**config.mk**
```make
export PLATFORM = sky130hd
export DESIGN_NAME = instr_fetch_unit_flat
export DESIGN_NICKNAME = d
export VERILOG_FILES = /design/src/rtl/instr_fetch_unit_pkg.sv /design/src/rtl/instr_fetch_unit_if.sv /design/src/rtl/program_counter.sv /design/src/rtl/instr_fetch_unit.sv /design/src/flat_wrapper.sv
export SDC_FILE = /design/constraint.sdc
export NUM_CORES = 1
export LEC_CHECK = 0
export CAP_MARGIN = 20
export CORE_UTILIZATION = 40
export CTS_CLUSTER_DIAMETER = 120
export DETAILED_ROUTE_END_ITERATION = 16
export HOLD_SLACK_MARGIN = 0.1
export PLACE_DENSITY = 0.69
export SYNTH_ARGS = -nofsm -noshare
export SYNTH_HDL_FRONTEND = slang
export SYNTH_SLANG_ARGS = --single-unit
```
**constraint.sdc**
```tcl
create_clock -name clk -period 1.8 [get_ports clk]
set_clock_uncertainty 0.1 [all_clocks]
set_input_delay 0.36 -clock clk [delete_from_list [all_inputs] [get_ports clk]]
set_output_delay 0.36 -clock clk [all_outputs]
set_load 0.01 [all_outputs]
```
**src/rtl/instr_fetch_unit_pkg.sv**
```systemverilog
// Shared definitions for the instruction fetch unit: widths, instruction
// length and the fetch-state encoding.
package instr_fetch_unit_pkg;

    localparam int CW_W        = 24;
    localparam int BYTE_W      = 8;
    localparam int INSTR_BYTES = 3;

    // IDLE waits for a fetch request; B0..B2 each fetch one instruction byte.
    typedef enum logic [1:0] {
        ST_IDLE = 2'd0,
        ST_B0   = 2'd1,
        ST_B1   = 2'd2,
        ST_B2   = 2'd3
    } fetch_state_t;

endpackage : instr_fetch_unit_pkg

```
**src/rtl/instr_fetch_unit_if.sv**
```systemverilog
// Instruction memory read port between the fetch unit and instruction memory.
//
// Handshake: mem_req acts as valid and mem_ack as ready. The master holds
// mem_req and a stable mem_addr until a cycle in which mem_ack=1; that cycle
// completes the transfer and mem_data is consumed in it. mem_ack may be high
// in the very first cycle of mem_req. mem_ack while mem_req=0 carries no
// meaning and is ignored.
interface instr_fetch_unit_if;
    import instr_fetch_unit_pkg::*;

    logic [BYTE_W-1:0] mem_addr;
    logic              mem_req;
    logic [BYTE_W-1:0] mem_data;
    logic              mem_ack;

    modport master (
        output mem_addr,
        output mem_req,
        input  mem_data,
        input  mem_ack
    );

    modport slave (
        input  mem_addr,
        input  mem_req,
        output mem_data,
        output mem_ack
    );

endinterface : instr_fetch_unit_if

```
**src/rtl/program_counter.sv**
```systemverilog
// Program counter: reset value, redirect load and +1 increment that wraps
// naturally at the byte boundary.
module program_counter
    import instr_fetch_unit_pkg::*;
#(
    parameter logic [BYTE_W-1:0] RESET_PC = 8'h00
) (
    input  logic              clk,
    input  logic              rst,
    input  logic              inc,
    input  logic              load,
    input  logic [BYTE_W-1:0] load_val,
    output logic [BYTE_W-1:0] pc
);

    logic [BYTE_W-1:0] r_pc;

    // Redirect wins over increment; 8'hFF + 1 rolls over to 8'h00.
    always_ff @(posedge clk) begin
        if (rst) begin
            r_pc <= RESET_PC;
        end else if (load) begin
            r_pc <= load_val;
        end else if (inc) begin
            r_pc <= r_pc + 8'd1;
        end
    end

    assign pc = r_pc;

endmodule : program_counter

```
**src/rtl/instr_fetch_unit.sv**
```systemverilog
// Instruction fetch unit: on request, reads three consecutive bytes starting
// at pc and presents them as one command word. A redirect during a fetch
// aborts it and leaves the previous command word in place.
module instr_fetch_unit
    import instr_fetch_unit_pkg::*;
#(
    parameter logic [BYTE_W-1:0] RESET_PC    = 8'h00,
    parameter int                INSTR_BYTES = instr_fetch_unit_pkg::INSTR_BYTES
) (
    input  logic                      clk,
    input  logic                      rst,
    input  logic                      IR_load,
    input  logic                      PC_en,
    input  logic [BYTE_W-1:0]         PC_load,
    instr_fetch_unit_if.master        mem,
    output logic [CW_W-1:0]           command_word,
    output logic                      cw_valid,
    output logic                      busy,
    output logic [BYTE_W-1:0]         pc,
    output fetch_state_t              dbg_state
);

    // Bytes gathered before the last one are parked here so the visible
    // command word only ever changes as a whole.
    localparam int SHADOW_W = (INSTR_BYTES - 1) * BYTE_W;

    fetch_state_t        r_state;
    logic [SHADOW_W-1:0] r_shadow;
    logic [CW_W-1:0]     r_command_word;
    logic                r_cw_valid;

    logic                w_fetching;
    logic                w_pc_inc;
    logic [BYTE_W-1:0]   w_pc;

    assign w_fetching = (r_state != ST_IDLE);
    // Advance only on an accepted byte that is not being overridden by a redirect.
    assign w_pc_inc   = w_fetching && mem.mem_ack && !PC_en;

    program_counter #(
        .RESET_PC (RESET_PC)
    ) u_program_counter (
        .clk      (clk),
        .rst      (rst),
        .inc      (w_pc_inc),
        .load     (PC_en),
        .load_val (PC_load),
        .pc       (w_pc)
    );

    // Fetch sequencing, byte capture and command word publication.
    always_ff @(posedge clk) begin
        if (rst) begin
            r_state        <= ST_IDLE;
            r_shadow       <= '0;
            r_command_word <= '0;
            r_cw_valid     <= 1'b0;
        end else begin
            r_cw_valid <= 1'b0;
            case (r_state)
                ST_IDLE: begin
                    if (IR_load) begin
                        r_state <= ST_B0;
                    end
                end
                ST_B0: begin
                    if (PC_en) begin
                        r_state  <= ST_IDLE;
                        r_shadow <= '0;
                    end else if (mem.mem_ack) begin
                        r_shadow[SHADOW_W-1 -: BYTE_W] <= mem.mem_data;
                        r_state                        <= ST_B1;
                    end
                end
                ST_B1: begin
                    if (PC_en) begin
                        r_state  <= ST_IDLE;
                        r_shadow <= '0;
                    end else if (mem.mem_ack) begin
                        r_shadow[SHADOW_W-BYTE_W-1 -: BYTE_W] <= mem.mem_data;
                        r_state                               <= ST_B2;
                    end
                end
                ST_B2: begin
                    if (PC_en) begin
                        r_state  <= ST_IDLE;
                        r_shadow <= '0;
                    end else if (mem.mem_ack) begin
                        r_command_word <= {r_shadow, mem.mem_data};
                        r_shadow       <= '0;
                        r_cw_valid     <= 1'b1;
                        r_state        <= ST_IDLE;
                    end
                end
                default: begin
                    r_state <= ST_IDLE;
                end
            endcase
        end
    end

    assign mem.mem_req  = w_fetching;
    assign mem.mem_addr = w_pc;

    assign command_word = r_command_word;
    assign cw_valid     = r_cw_valid;
    assign busy         = w_fetching;
    assign pc           = w_pc;
    assign dbg_state    = r_state;

endmodule : instr_fetch_unit
```
**src/flat_wrapper.sv**
```systemverilog
// flat-port wrapper written by rule: the top's interface ports become plain ports
module instr_fetch_unit_flat import instr_fetch_unit_pkg::*;
#(
    parameter logic [BYTE_W-1:0] RESET_PC    = 8'h00,
    parameter int                INSTR_BYTES = instr_fetch_unit_pkg::INSTR_BYTES
)
  (clk, rst, IR_load, PC_en, PC_load, command_word, cw_valid, busy, pc, dbg_state, mem_mem_addr, mem_mem_req, mem_mem_data, mem_mem_ack);
  instr_fetch_unit_if mem_i ();
  input  logic clk;
  input  logic rst;
  input  logic IR_load;
  input  logic PC_en;
  input  logic [BYTE_W-1:0] PC_load;
  output logic [CW_W-1:0] command_word;
  output logic cw_valid;
  output logic busy;
  output logic [BYTE_W-1:0] pc;
  output fetch_state_t dbg_state;
  output wire logic [$bits(mem_i.mem_addr)-1:0] mem_mem_addr;
  output wire logic [$bits(mem_i.mem_req)-1:0] mem_mem_req;
  input wire logic [$bits(mem_i.mem_data)-1:0] mem_mem_data;
  input wire logic [$bits(mem_i.mem_ack)-1:0] mem_mem_ack;
  assign mem_mem_addr = mem_i.mem_addr;
  assign mem_mem_req = mem_i.mem_req;
  assign mem_i.mem_data = mem_mem_data;
  assign mem_i.mem_ack = mem_mem_ack;
  instr_fetch_unit #(.RESET_PC(RESET_PC), .INSTR_BYTES(INSTR_BYTES)) u_core (.clk(clk), .rst(rst), .IR_load(IR_load), .PC_en(PC_en), .PC_load(PC_load), .mem(mem_i), .command_word(command_word), .cw_valid(cw_valid), .busy(busy), .pc(pc), .dbg_state(dbg_state));
endmodule
```
-- Word-level counts from Yosys, hierarchy flattened
Cells that the tools add are included.
- add/subtract/negate cells: 1
- equality and inequality tests: 9
- multiplexer cells: 17
- bitwise operators: 2
- reduce and logical (&&, ||, !) cells: 12
- operator list (cell ; count):
    one-hot mux 16 bit (3 select lines) ; 1
    two-way mux 8 bit ; 5
    two-way mux 16 bit ; 2
    two-way mux 2 bit ; 7
    AND reduction 4 bit ; 3
    inequality test 3 bit (second input constant) ; 3
    adder 8 x 1 -> 8 bit (second input constant) ; 1
    one-hot mux 2 bit (4 select lines) ; 1
    inequality test 2 bit (second input constant) ; 3
    equality test 2 bit (second input constant) ; 2
    nonzero test 2 bit ; 2
    AND reduction 3 bit ; 1
    nonzero test 3 bit ; 1
    OR reduction 3 bit ; 1
    equality test 2 x 1 -> 1 bit (second input constant) ; 1
    logical AND 1 bit ; 2
    zero test 2 bit ; 1
    NOT 1 bit ; 2
    zero test 1 bit ; 1
    two-way mux 1 bit ; 1
- flip-flop bits (word level): 51
- bits of input ports: 21
- output and inout bits: 45

-- Logic depth before layout (Yosys ltp)
- depth after elaboration: 5
- mapped depth: 6

-- Cells and area by module
Synthesis repeated with hierarchy kept, for this count alone.
- cells, all modules: 235
- area total of the unflattened synthesis: 2167.1 µm²
- modules (own cells, without submodules) (module ; instances ; cells an instance ; area each (µm²) ; seq. area each (µm²)):
    instr_fetch_unit ; 1 ; 182 ; 1702.9 ; 860.8
    program_counter ; 1 ; 53 ; 464.2 ; 160.2

-- Least setup slack after synthesis
No wires, ideal clock.
- path kind: input to register
- start point: in mem_mem_ack
- end point: reg u_core.u_program_counter.r_pc[6], in the netlist u_core.u_program_counter.pc[6]
- data arrival time: 1449 ps
- data required time: 1612 ps
- path slack: 163 ps
- cell stages on the path: 5
- buffers on the path: 2
- path through: buf_4 > o22ai_1 > buf_2 > or4_4 > a311oi_2
- word-level cells in the longest chain between the ends: 3
- ends and longest elaborated chain (what ; line ; RTL):
    start, declared ; flat_wrapper.sv:22 ; input wire logic [$bits(mem_i.mem_ack)-1:0] mem_mem_ack;
    logical AND 1 bit (2 in a row) ; instr_fetch_unit.sv:38 ; assign w_pc_inc = w_fetching && mem.mem_ack && !PC_en;
    nonzero test 2 bit (no source line) ; -- ;
    end signal, assigned ; program_counter.sv:23 ; r_pc <= load_val;
    end signal, assigned ; program_counter.sv:25 ; r_pc <= r_pc + 8'd1;
    end, declared ; program_counter.sv:16 ; logic [BYTE_W-1:0] r_pc;
Every way passes these cells.
A chain may end at the register's enable or synchronous reset.

-- Worst setup path after layout
- start point: reg u_core.u_program_counter.r_pc[6], in the netlist u_core.u_program_counter.pc[6]
- end point: out pc[6]
- RTL lines (what ; line ; RTL):
    end, declared ; flat_wrapper.sv:17 ; output logic [BYTE_W-1:0] pc;
No word-level cell between the ends.

==> run metrics <==
Critical Path AT roughly 1.3 ns; post-route minimum period 1.74 ns; DRT iter0 DRCs between 150 and 200; startpoint types flop; FP Rows 26; Largest stage delay, worst path around 0.57 ns; Slew @ Worst Pin ~0.28 ns; CP delay by family, top buffers and inverters; # DRC 0; Slowest cell on crit path clkdlybuf4s50_1; H-tree Lvls 2; sequential area share after synthesis about 48%; Slew Limit Headroom 81.1%; routed vias/inst about 5.1; Final Hold Vio Count 0; Mapped Cells 259; final total power between 2000 and 2500 uW; largest net degree at the start of global routing 39; Root Buffer clkbuf_8; post-CTS setup repair buffer count 0; most common flop cell mapped by yosys dfxtp_1; total wire length 5030 um; top post-synthesis cells by count nand2_1 (59), dfxtp_1 (51), a21oi_1 (42); Critical Path Fanout Max 5; post-synth cell types 39; status finished, final reports clean; post-route ant nets 0; top-level port count 66; Antenna diodes 0; drt first pass iters 4; number of slew-limit violations in the final report 0; FFs w/ async S/R, synth 0%; Syn Area/Cell between 8 and 9 um2; chip height ~75 um; total CTS buffers 5; I/O Buffers 65; vias 2022; clock power share between 20% and 30%; synthesized flop and latch total 51; hold_ws between 0.3 and 0.4 ns; Yosys warning count 0; Synth area leader dfxtp_1; routability cong. roughly 0.85; Static Leak approximately 0.0011 uW; RSZ-0062 raised after global routing false; Hold EP u_core.command_word[21]; Core Area around 5100 um2; pwr/cell area approximately 700 nW/um2; R2R depth 4; Worst Path Required ~1.3 ns; Remaining Overflow, GRT 0; final HPWL from detailed placement between 3000 and 4000 um; Max-Cap Viols 0; TritonCTS Sinks between 50 and 60; Initial Util approximately two fifths; average wire per standard cell about 13 um; sw frac about a quarter; worst vdd ir 0.324 mV; clk_lat worst skew 0.30 ns; Die ar. 5650 um2; # setup viols final 0; synthesized cell area roughly 2100 um2; number of global-route vias before repair roughly 1900; Final period util between 90% and 100%; flop2flop setup slack about 0.22 ns; ranking of synthesized cells by area dfxtp_1 (48%), nand2_1 (10%), a21oi_1 (9.8%); critical path class reg2out; Comb pwr share 14.2%; crit-path cells clkdlybuf4s50_1; Max clock buf depth 2; GRT Overall Usage between 10% and 20%; Flop pwr share 55.9%; top cell type's share of synthesized area 47.7%; Min-Delay Startpoint u_core.r_shadow[13]; EDFF count, synth 0; hold-fix buffer count after cts 0; Power Internal 1590 uW; WHS Path Cells 2; Synthesized Nets 281; first-pass GRT wire length around 8400 um; clock slew at reported path FFs 0.09 ns; top-count cell post-synth nand2_1; switching power 525 uW; Final nets ~350; Fillers between 500 and 600; Area Growth Syn to Fin 42.8%; initial antenna violation count 0; share of layout cells above drive strength 1 approximately 15%; buffers and inverters on the worst path 1; FF-to-FF End u_core.u_program_counter.pc[5]; CTS tree done; Reg-to-Reg Start u_core.dbg_state[1]; Hold WC Path Type reg2reg; Fmax 0.575 GHz; nature of the critical path endpoint primary output; die width about 75 um
==> repair_timing <==
item	in CTS	in global routing
endpoints found under the setup margin	6	22
resized for setup	5	6
hold endpoints to repair	0	0
==> per-stage QoR <==
stage | setup WS (ns) | cell area [um2] | setup TNS [ns] | instances | util (%)
3_5_place_dp | -0.271 | 2960 | -8.51 | 393 | 57.6
5_1_grt | 0.00331 | 3060 | 0 | 400 | 59.5
4_1_cts | 0.00858 | 3040 | 0 | 400 | 59.2
3_3_place_gp | -0.250 | 2960 | -8.40 | 393 | 57.6
2_1_floorplan | 0.163 | 2140 | 0 | 259 | -
6_report | 0.0603 | 3060 | 0 | 400 | 59.5
==> cell type report <==
type | instances | area [um2] | share of cell area (%)
well taps | 70 | 87.6 | 2.87
repair buffers | 94 | 890 | 29.1
multi-input cells | 176 | 961 | 31.4
flip-flops and latches | 51 | 1030 | 33.6
inverters | 2 | 7.51 | 0.246
clock buffers | 5 | 68.8 | 2.25
clock inverters | 2 | 13.8 | 0.450
==> power groups by stage <==
stage	Clock [uW]	Sequential (uW)	Combinational (uW)
after global routing	698	1180	325
after global placement	0	1200	298
final	631	1180	300
after floorplan	0	1200	139
after CTS	659	1180	298
after detailed placement	0	1200	300
==> worst min-delay path: stages (launching register included) <==
cell,delay (ns)
dfxtp_1,0.32
nand2_1,0.05
a21oi_1,0.05
==> sequential cells by signal (all words and copies together), names as in the netlist <==
register	cells
u_core.dbg_state	2
u_core.r_shadow	16
u_core.u_program_counter.pc	8
u_core.cw_valid	1
u_core.command_word	24
==> cells in the final DEF (no fill, tap or decap), types with 2 or more instances in the layout <==
| cell type | count |
|---|---|
| or4b_1 | 8 |
| dlygate4sd2_1 | 3 |
| or3_1 | 2 |
| a21oi_1 | 41 |
| buf_4 | 27 |
| o31ai_1 | 2 |
| dfxtp_2 | 6 |
| clkdlybuf4s50_1 | 62 |
| o21ai_0 | 12 |
| dfxtp_1 | 45 |
| nand2_1 | 59 |
| nand3_1 | 11 |
| or4_1 | 2 |
| a311oi_1 | 3 |
| nor2_1 | 9 |
| buf_12 | 2 |
| clkbuf_8 | 5 |
| a211oi_1 | 3 |
| xor2_1 | 3 |
==> how the worst max path moves through the flow <==
stage | slack, ns | end | depth (start not counted) | startpoint
finish | 0.06 | pc[6] | 1 | u_core.u_program_counter.pc[6]
global route | 0.003 | u_core.command_word[12] | 7 | PC_en
CTS | 0.009 | mem_mem_addr[3] | 1 | u_core.u_program_counter.pc[3]
detailed placement | -0.27 | u_core.r_shadow[8] | 5 | mem_mem_ack
global placement | -0.25 | u_core.r_shadow[10] | 5 | mem_mem_ack
floorplan | 0.16 | u_core.u_program_counter.pc[6] | 5 | mem_mem_ack
==> cells by family (layout without fill, tap and decap cells) <==
logic type	after synthesis	count (layout)	synth area share, %
buffers and inverters	32	103	7.95
flip-flops	51	51	47.7
AO/OA/AOI/OAI	70	70	18.9
XOR/XNOR	3	3	1.23
multiplexers	1	1	0.468
AND/OR/NAND/NOR	101	101	23.1
adder cells (fa/ha/maj)	1	1	0.584
==> layer usage <==
metal | part of all wire, % | GRT usage [%]
met2 | 49 | 31.1
met1 | 45 | 25.4
met5 | 0 | 0
met3 | 4.5 | 4.42
met4 | 1.7 | 8.85
No activity file was read; power rests on OpenSTA's default activity.
